### src/rtl/obstacle_pkg.sv
// obstacle_pkg: shared types and constants for the obstacle spawner slice.
//   obs_t    : one obstacle table entry {valid, x, gap_top}
//   state_t  : spawner FSM states (IDLE, SCROLL, SPAWN)
//   X_W/Y_W  : screen coordinate widths
//   GAP_H    : vertical gap height, used by the optional collision check
//              (enabled with the OBSTACLE_COLLIDE_EN macro in obstacle_spawner)
package obstacle_pkg;

  localparam int X_W   = 10;
  localparam int Y_W   = 9;
  localparam int GAP_H = 96;

  typedef struct packed {
    logic           valid;
    logic [X_W-1:0] x;
    logic [Y_W-1:0] gap_top;
  } obs_t;

  typedef enum logic [1:0] {
    ST_IDLE   = 2'd0,
    ST_SCROLL = 2'd1,
    ST_SPAWN  = 2'd2
  } state_t;

  // gap_top = gmin + r * gscale, truncated to the Y coordinate width.
  function automatic logic [Y_W-1:0] gap_from_rand(input logic [5:0] r,
                                                   input int gmin,
                                                   input int gscale);
    return Y_W'(gmin + int'(r) * gscale);
  endfunction

endpackage

### src/rtl/obstacle_table.sv
// obstacle_table: NUM_OBS-entry register file of obstacles.
//   clk, aclr   : clock, asynchronous active-low reset (all entries zeroed)
//   clear_all   : synchronous clear of every entry, wins over the write
//   wr_en/wr_idx/wr_data : single write port
//   rd_idx/rd_data       : combinational read port for the renderer
//   slots       : whole table, combinational, for the spawner's scan logic
module obstacle_table
  import obstacle_pkg::*;
#(
  parameter int NUM_OBS = 4,
  localparam int IDX_W  = $clog2(NUM_OBS)
) (
  input  logic             clk,
  input  logic             aclr,
  input  logic             clear_all,
  input  logic             wr_en,
  input  logic [IDX_W-1:0] wr_idx,
  input  obs_t             wr_data,
  input  logic [IDX_W-1:0] rd_idx,
  output obs_t             rd_data,
  output obs_t             slots [NUM_OBS]
);

  obs_t mem [NUM_OBS];

  always_ff @(posedge clk or negedge aclr) begin
    if (!aclr) begin
      for (int i = 0; i < NUM_OBS; i++) mem[i] <= '0;
    end else if (clear_all) begin
      for (int i = 0; i < NUM_OBS; i++) mem[i] <= '0;
    end else if (wr_en) begin
      mem[wr_idx] <= wr_data;
    end
  end

  assign rd_data = mem[rd_idx];
  assign slots   = mem;

endmodule

### src/rtl/obstacle_spawner.sv
// obstacle_spawner: per-frame obstacle scroll / retire / spawn engine.
//   clk, aclr      : clock, asynchronous active-low reset
//   clear          : synchronous restart (table, timer, counters, FSM)
//   run            : frame ticks are only honoured while high
//   frame_tick     : one-cycle pulse per video frame
//   rand_in        : shift register value, bits [5:0] pick the gap position
//   rand_en        : one-cycle pulse per consumed random value (every spawn)
//   busy           : high while a frame update is running
//   rd_idx/rd_valid/rd_x/rd_gap_top : combinational table read port
//   spawn_count    : spawns since clear, saturating
//   overflow       : sticky, a spawn found no free slot
//   dbg_state      : current FSM state
// Optional feature macro OBSTACLE_COLLIDE_EN adds heli_y, heli_x and the
// sticky hit output.
//
// Frame timing: tick sampled at edge T, slot i rewritten at edge T+1+i,
// spawn write and rand_en pulse at edge T+1+NUM_OBS.
module obstacle_spawner
  import obstacle_pkg::*;
#(
  parameter int NUM_OBS      = 4,
  parameter int SCREEN_W     = 640,
  parameter int SPEED        = 4,
  parameter int SPAWN_FRAMES = 40,
  parameter int GAP_MIN      = 32,
  parameter int GAP_SCALE    = 4
) (
  input  logic                       clk,
  input  logic                       aclr,
  input  logic                       clear,
  input  logic                       run,
  input  logic                       frame_tick,
  input  logic [31:0]                rand_in,
  output logic                       rand_en,
  output logic                       busy,
  input  logic [$clog2(NUM_OBS)-1:0] rd_idx,
  output logic                       rd_valid,
  output logic [X_W-1:0]             rd_x,
  output logic [Y_W-1:0]             rd_gap_top,
  output logic [15:0]                spawn_count,
  output logic                       overflow,
`ifdef OBSTACLE_COLLIDE_EN
  input  logic [Y_W-1:0]             heli_y,
  input  logic [X_W-1:0]             heli_x,
  output logic                       hit,
`endif
  output state_t                     dbg_state
);

  localparam int IDX_W = $clog2(NUM_OBS);
  localparam int TW    = $clog2(SPAWN_FRAMES + 1);

  state_t           state;
  logic [IDX_W-1:0] ptr;
  logic [TW-1:0]    spawn_timer;

  obs_t             slots [NUM_OBS];
  obs_t             cur;
  obs_t             rd_data;
  logic [X_W-1:0]   moved_x;
  logic             retire;

  logic             wr_en;
  logic [IDX_W-1:0] wr_idx;
  obs_t             wr_data;

  logic             free_found;
  logic [IDX_W-1:0] free_idx;

  logic             unused_rand_bits;
  assign unused_rand_bits = ^rand_in[31:6];

  obstacle_table #(.NUM_OBS(NUM_OBS)) u_table (
    .clk      (clk),
    .aclr     (aclr),
    .clear_all(clear),
    .wr_en    (wr_en),
    .wr_idx   (wr_idx),
    .wr_data  (wr_data),
    .rd_idx   (rd_idx),
    .rd_data  (rd_data),
    .slots    (slots)
  );

  assign rd_valid   = rd_data.valid;
  assign rd_x       = rd_data.x;
  assign rd_gap_top = rd_data.gap_top;
  assign dbg_state  = state;

  assign cur     = slots[ptr];
  assign moved_x = cur.x - X_W'(SPEED);
  // A slot that would scroll past x=0 leaves the screen this frame.
  assign retire  = cur.x < X_W'(SPEED);

  // Lowest-index free slot: scan downwards so the last hit is the lowest.
  always_comb begin
    free_found = 1'b0;
    free_idx   = '0;
    for (int i = NUM_OBS - 1; i >= 0; i--) begin
      if (!slots[i].valid) begin
        free_found = 1'b1;
        free_idx   = IDX_W'(i);
      end
    end
  end

  // Table write port, decided from the current state and applied at the edge.
  always_comb begin
    wr_en   = 1'b0;
    wr_idx  = ptr;
    wr_data = cur;
    case (state)
      ST_SCROLL: begin
        if (cur.valid) begin
          wr_en = 1'b1;
          if (retire) wr_data = '0;
          else        wr_data.x = moved_x;
        end
      end
      ST_SPAWN: begin
        if (free_found) begin
          wr_en           = 1'b1;
          wr_idx          = free_idx;
          wr_data.valid   = 1'b1;
          wr_data.x       = X_W'(SCREEN_W - 1);
          wr_data.gap_top = gap_from_rand(rand_in[5:0], GAP_MIN, GAP_SCALE);
        end
      end
      default: ;
    endcase
    if (clear) wr_en = 1'b0;
  end

`ifdef OBSTACLE_COLLIDE_EN
  logic [X_W:0] heli_x_end;
  logic [Y_W:0] gap_end;
  logic         collide;

  assign heli_x_end = {1'b0, heli_x} + 11'd15;
  assign gap_end    = {1'b0, cur.gap_top} + 10'(GAP_H - 1);
  // Uses the post-move x of a slot that stays on screen this frame.
  assign collide = (state == ST_SCROLL) && cur.valid && !retire &&
                   ({1'b0, moved_x} >= {1'b0, heli_x}) &&
                   ({1'b0, moved_x} <= heli_x_end) &&
                   ((heli_y < cur.gap_top) || ({1'b0, heli_y} > gap_end));
`endif

  always_ff @(posedge clk or negedge aclr) begin
    if (!aclr) begin
      state       <= ST_IDLE;
      ptr         <= '0;
      spawn_timer <= TW'(SPAWN_FRAMES);
      busy        <= 1'b0;
      rand_en     <= 1'b0;
      spawn_count <= '0;
      overflow    <= 1'b0;
`ifdef OBSTACLE_COLLIDE_EN
      hit         <= 1'b0;
`endif
    end else if (clear) begin
      state       <= ST_IDLE;
      ptr         <= '0;
      spawn_timer <= TW'(SPAWN_FRAMES);
      busy        <= 1'b0;
      rand_en     <= 1'b0;
      spawn_count <= '0;
      overflow    <= 1'b0;
`ifdef OBSTACLE_COLLIDE_EN
      hit         <= 1'b0;
`endif
    end else begin
      rand_en <= 1'b0;
`ifdef OBSTACLE_COLLIDE_EN
      if (collide) hit <= 1'b1;
`endif
      case (state)
        ST_IDLE: begin
          if (frame_tick && run) begin
            state <= ST_SCROLL;
            ptr   <= '0;
            busy  <= 1'b1;
          end
        end
        ST_SCROLL: begin
          ptr <= ptr + IDX_W'(1);
          if (ptr == IDX_W'(NUM_OBS - 1)) begin
            if (spawn_timer == TW'(1)) begin
              spawn_timer <= TW'(SPAWN_FRAMES);
              state       <= ST_SPAWN;
            end else begin
              spawn_timer <= spawn_timer - TW'(1);
              state       <= ST_IDLE;
              busy        <= 1'b0;
            end
          end
        end
        ST_SPAWN: begin
          // The random value is consumed even when the table is full.
          rand_en <= 1'b1;
          if (spawn_count != 16'hFFFF) spawn_count <= spawn_count + 16'd1;
          if (!free_found) overflow <= 1'b1;
          state <= ST_IDLE;
          busy  <= 1'b0;
        end
        default: begin
          state <= ST_IDLE;
          busy  <= 1'b0;
        end
      endcase
    end
  end

endmodule

### config.mk
export PLATFORM = sky130hd
export DESIGN_NAME = obstacle_spawner
export DESIGN_NICKNAME = d
export VERILOG_FILES = /design/src/rtl/obstacle_pkg.sv /design/src/rtl/obstacle_table.sv /design/src/rtl/obstacle_spawner.sv
export SDC_FILE = /design/constraint.sdc
export NUM_CORES = 1
export LEC_CHECK = 0
export CAP_MARGIN = 15
export CORE_ASPECT_RATIO = 1.1
export CORE_UTILIZATION = 60
export DETAILED_ROUTE_END_ITERATION = 10
export PLACE_DENSITY = 0.89
export SYNTH_ARGS = -nofsm -noshare
export SYNTH_HDL_FRONTEND = slang
export SYNTH_SLANG_ARGS = --single-unit
### constraint.sdc
create_clock -name clk -period 6.2 [get_ports clk]
set_input_delay 1.55 -clock clk [delete_from_list [all_inputs] [get_ports clk]]
set_output_delay 1.55 -clock clk [all_outputs]
set_load 0.05 [all_outputs]
==> summary.md <==
| Metric | Value |
|---|---|
| Worst min path class | `reg -> reg` |
| Critical path, cell by cell | `clkdlybuf4s50_1 -> buf_4 -> mux4_2 -> clkdlybuf4s50_1` |
| Crit path max fanout | `20` |
| Area Growth Syn to Fin | `13.79%` |
| Ys Warns | `0` |
| Fillers | `680` |
| Worst-Skew Late Latency | `370 ps` |
| Synth unique cells | `59` |
| Worst clock skew | `12.51 ps` |
| Top cell types by occurrence after synthesis | `dfrtp_1, nand2_1, o21ai_0` |
| Cells after Synth | `567` |
| Fin. Hold Viols | `0` |
| First-pass GRT wire length | `25140 um` |
| Synth area leader | `dfrtp_1` |
| CTS Root Buffer Type | `clkbuf_8` |
| Mapped Nets | `616` |
| Sequential fraction of the synthesis area | `0.4587` |
| Slew @ Worst Pin | `965.2 ps` |
| Compound-gate portion of the synthesized area | `0.1690` |
| Reg clk slew, reported paths | `90 ps` |
| Setup Crit Path Kind | `in -> out` |
| P per Cell Area | `200.1 nW/um^2` |
| Top FF cell, synth | `dfrtp_1` |
| Fin nets | `658` |
| # diodes | `0` |
| Post-synthesis xor/xnor area fraction | `0.02060` |
| Maximum clock path buffer count | `2` |
| Fin. max-slew vios | `0` |
| DR WL met3 | `1316 um` |
| Total GRT Usage | `0.3101` |
| CP Capture Type | `output pin` |
| Vias in the first global route | `4974` |
| Synth area leaders | `dfrtp_1, mux4_2, nand2_1, o21ai_0, nor2_1` |
| Die ar. | `10320 um^2` |
| Met1 wire length | `5898 um` |
| Initial core utilization | `0.6272` |
| Maximum operating frequency | `189.8 MHz` |
| Min Clock Period, post-route | `5269 ps` |
| Share of flip-flops with an asynchronous set or reset | `1.000` |
| Simple-gate area share of the yosys netlist | `0.1421` |
| Endpoints failing setup | `0` |
| Total negative slack | `0 ps` |
| Critical-path top delay cell | `clkdlybuf4s50_1` |
| Final Core Density | `0.7136` |
| Via density per instance | `6.830` |
| Most frequent CP cell | `clkdlybuf4s50_1` |
| CTS tree | `yes` |
| Max VDD drop | `129.4 uV` |
| Via count | `4993` |
| Post-CTS setup buffer count | `0` |
| PostCTS Resize Cnt | `0` |
| Mapped Area | `5952 um^2` |
| Portion of netlist area occupied by mux cells | `0.1583` |
| Port Buffers | `53` |
| Final period util | `0.8498` |
| H-Tree Depth | `3` |
| Max cap viols | `0` |
| Status | `completed` |
| Top routing layer used | `met4` |
| Post-Synth Adder-Cell Area | `0.02102` |
| Chip Width | `96.97 um` |
| Share of layout cells above drive strength 1 | `0.1319` |
| CTS buffer count | `9` |
| Post-synth EDFFs | `0` |
| Critical Path Source Type | `input pin` |
| DR pass1 iterations | `5` |
| Post-DP HPWL | `10400 um` |
| Final GP Congestion | `0.9369` |
| Count leader, synth | `dfrtp_1` |
| ANT nets after route | `0` |
| Pleak | `2.765 nW` |
| Largest family of logic cells by synthesized area | `compound AO/OA/AOI/OAI gates` |
| Core area | `9490 um^2` |
| Largest net degree at the start of global routing | `65` |
| Initial antenna violation count | `0` |
| Crit-path max cell delay | `720 ps` |
| Worst Path Arrival | `3720 ps` |
| RSZ-0062 raised after global routing | `false` |
| PnR Total Power | `1.355 mW` |
| # clock sinks | `109` |
| Share of the synthesized area in the top cell type | `0.4499` |
| Rows | `37` |
| Slew margin rel. | `0.3565` |
| Avg WL per Cell | `21.00 um` |
| Post-CTS Hold Buffers | `0` |
| Die Span Y | `106.5 um` |
| Routed WL | `15350 um` |
| Seq cells post-synth | `109` |
| I/O pins | `80` |
| GRT overflow | `0` |
| Worst path required time | `4650 ps` |
| Met2 routed wirelength | `7659 um` |
| DRC | `0` |
| DR iter-0 viols | `479` |
| Avg Synthesized Cell Area | `10.50 um^2` |
[path summary, 6_finish.rpt]
| kind | slack [ps] | cells after the start | from | to |
|---|---|---|---|---|
| max in group asynchronous | 3820 | 2 | aclr | u_table.slots[32] |
| setup / recovery | 930 | 4 | rd_idx[0] | rd_x[6] |
| hold reg to reg | 510 | 2 | u_table.slots[5] | u_table.slots[5] |
| setup reg to reg | 2800 | 9 | dbg_state[0] | u_table.slots[60] |
| hold / removal | 510 | 2 | u_table.slots[5] | u_table.slots[5] |
| min in group asynchronous | 1150 | 1 | aclr | spawn_count[10] |
[worst max-delay path: cells and delay by family]
kind,cells,cell delay (ps)
multiplexers,1,600
buffers and inverters,3,1550
[power by group]
group	switching, mW	internal (mW)
logic	0.134	0.0593
registers	0.00412	0.715
clock network	0.245	0.197
[cells in the final DEF, fill, tap and decap left out, types with 3 or more instances in the layout]
| master | synthesis | layout |
|---|---|---|
| mux2i_1 | 3 | 3 |
| a22o_1 | 16 | 16 |
| a21o_1 | 7 | 7 |
| nor2_1 | 39 | 39 |
| a21oi_1 | 24 | 24 |
| clkinv_2 | 0 | 3 |
| clkbuf_8 | 0 | 10 |
| or3_1 | 5 | 5 |
| nor3_1 | 9 | 9 |
| nand3_1 | 14 | 14 |
| o22ai_1 | 3 | 3 |
| inv_1 | 12 | 12 |
| and3_1 | 4 | 4 |
| nand2_1 | 92 | 92 |
| xor2_1 | 12 | 12 |
| clkdlybuf4s50_1 | 0 | 52 |
| a32oi_1 | 3 | 3 |
| buf_4 | 1 | 12 |
| o21ai_0 | 61 | 61 |
| nand4_1 | 5 | 5 |
| ha_1 | 10 | 10 |
| dfrtp_1 | 107 | 107 |
| nor4_1 | 3 | 3 |
| nand2b_1 | 5 | 5 |
| o21ai_1 | 13 | 13 |
| mux4_2 | 40 | 40 |
| and2_1 | 4 | 4 |
[state kept, by name, summed over array words and instances (netlist names)]
name           count
dbg_state          2
rand_en            1
u_table.slots     80
overflow           1
spawn_count       16
spawn_timer        6
busy               1
ptr                2
[logic make-up (layout without fill, tap and decap cells)]
logic type	after synthesis	count (layout)
adders and majority gates	10	10
muxes	44	44
AOI/OAI and AO/OA	155	155
buffers and inverters	45	92
DFF	109	109
xor gates and xnor gates	14	14
and+or+nand+nor	190	190
[final cells by class]
| cell class | count | area (um^2) | share of cell area |
|---|---|---|---|
| clock buffer | 10 | 137.6 | 0.02032 |
| clock inverter | 6 | 61.31 | 0.009052 |
| inverter | 12 | 45.04 | 0.006651 |
| multi-input combinational | 413 | 3042 | 0.4491 |
| sequential | 109 | 2730 | 0.4031 |
| tap | 117 | 146.4 | 0.02161 |
| timing repair buffer | 64 | 610.6 | 0.09015 |
[per-stage QoR]
stage | hold slack [ps] | instances | area, um^2 | setup slack, ps
after CTS | 513.3 | 731 | 6773 | 921.6
final | 509.2 | 731 | 6773 | 931.1
after floorplan | 460.9 | 567 | 5952 | 1852
after global placement | 475.9 | 715 | 6574 | 956.8
after detailed placement | 492.1 | 715 | 6574 | 957.7
after global routing | 534.4 | 731 | 6773 | 844.9
[routing by layer]
metal,up-vias,track usage
li1,2168,-
met1,2485,0.3997
met2,292,0.5075
met3,48,0.06180
met4,0,0.1493
met5,-,0
(Power assumes the default switching activity.)
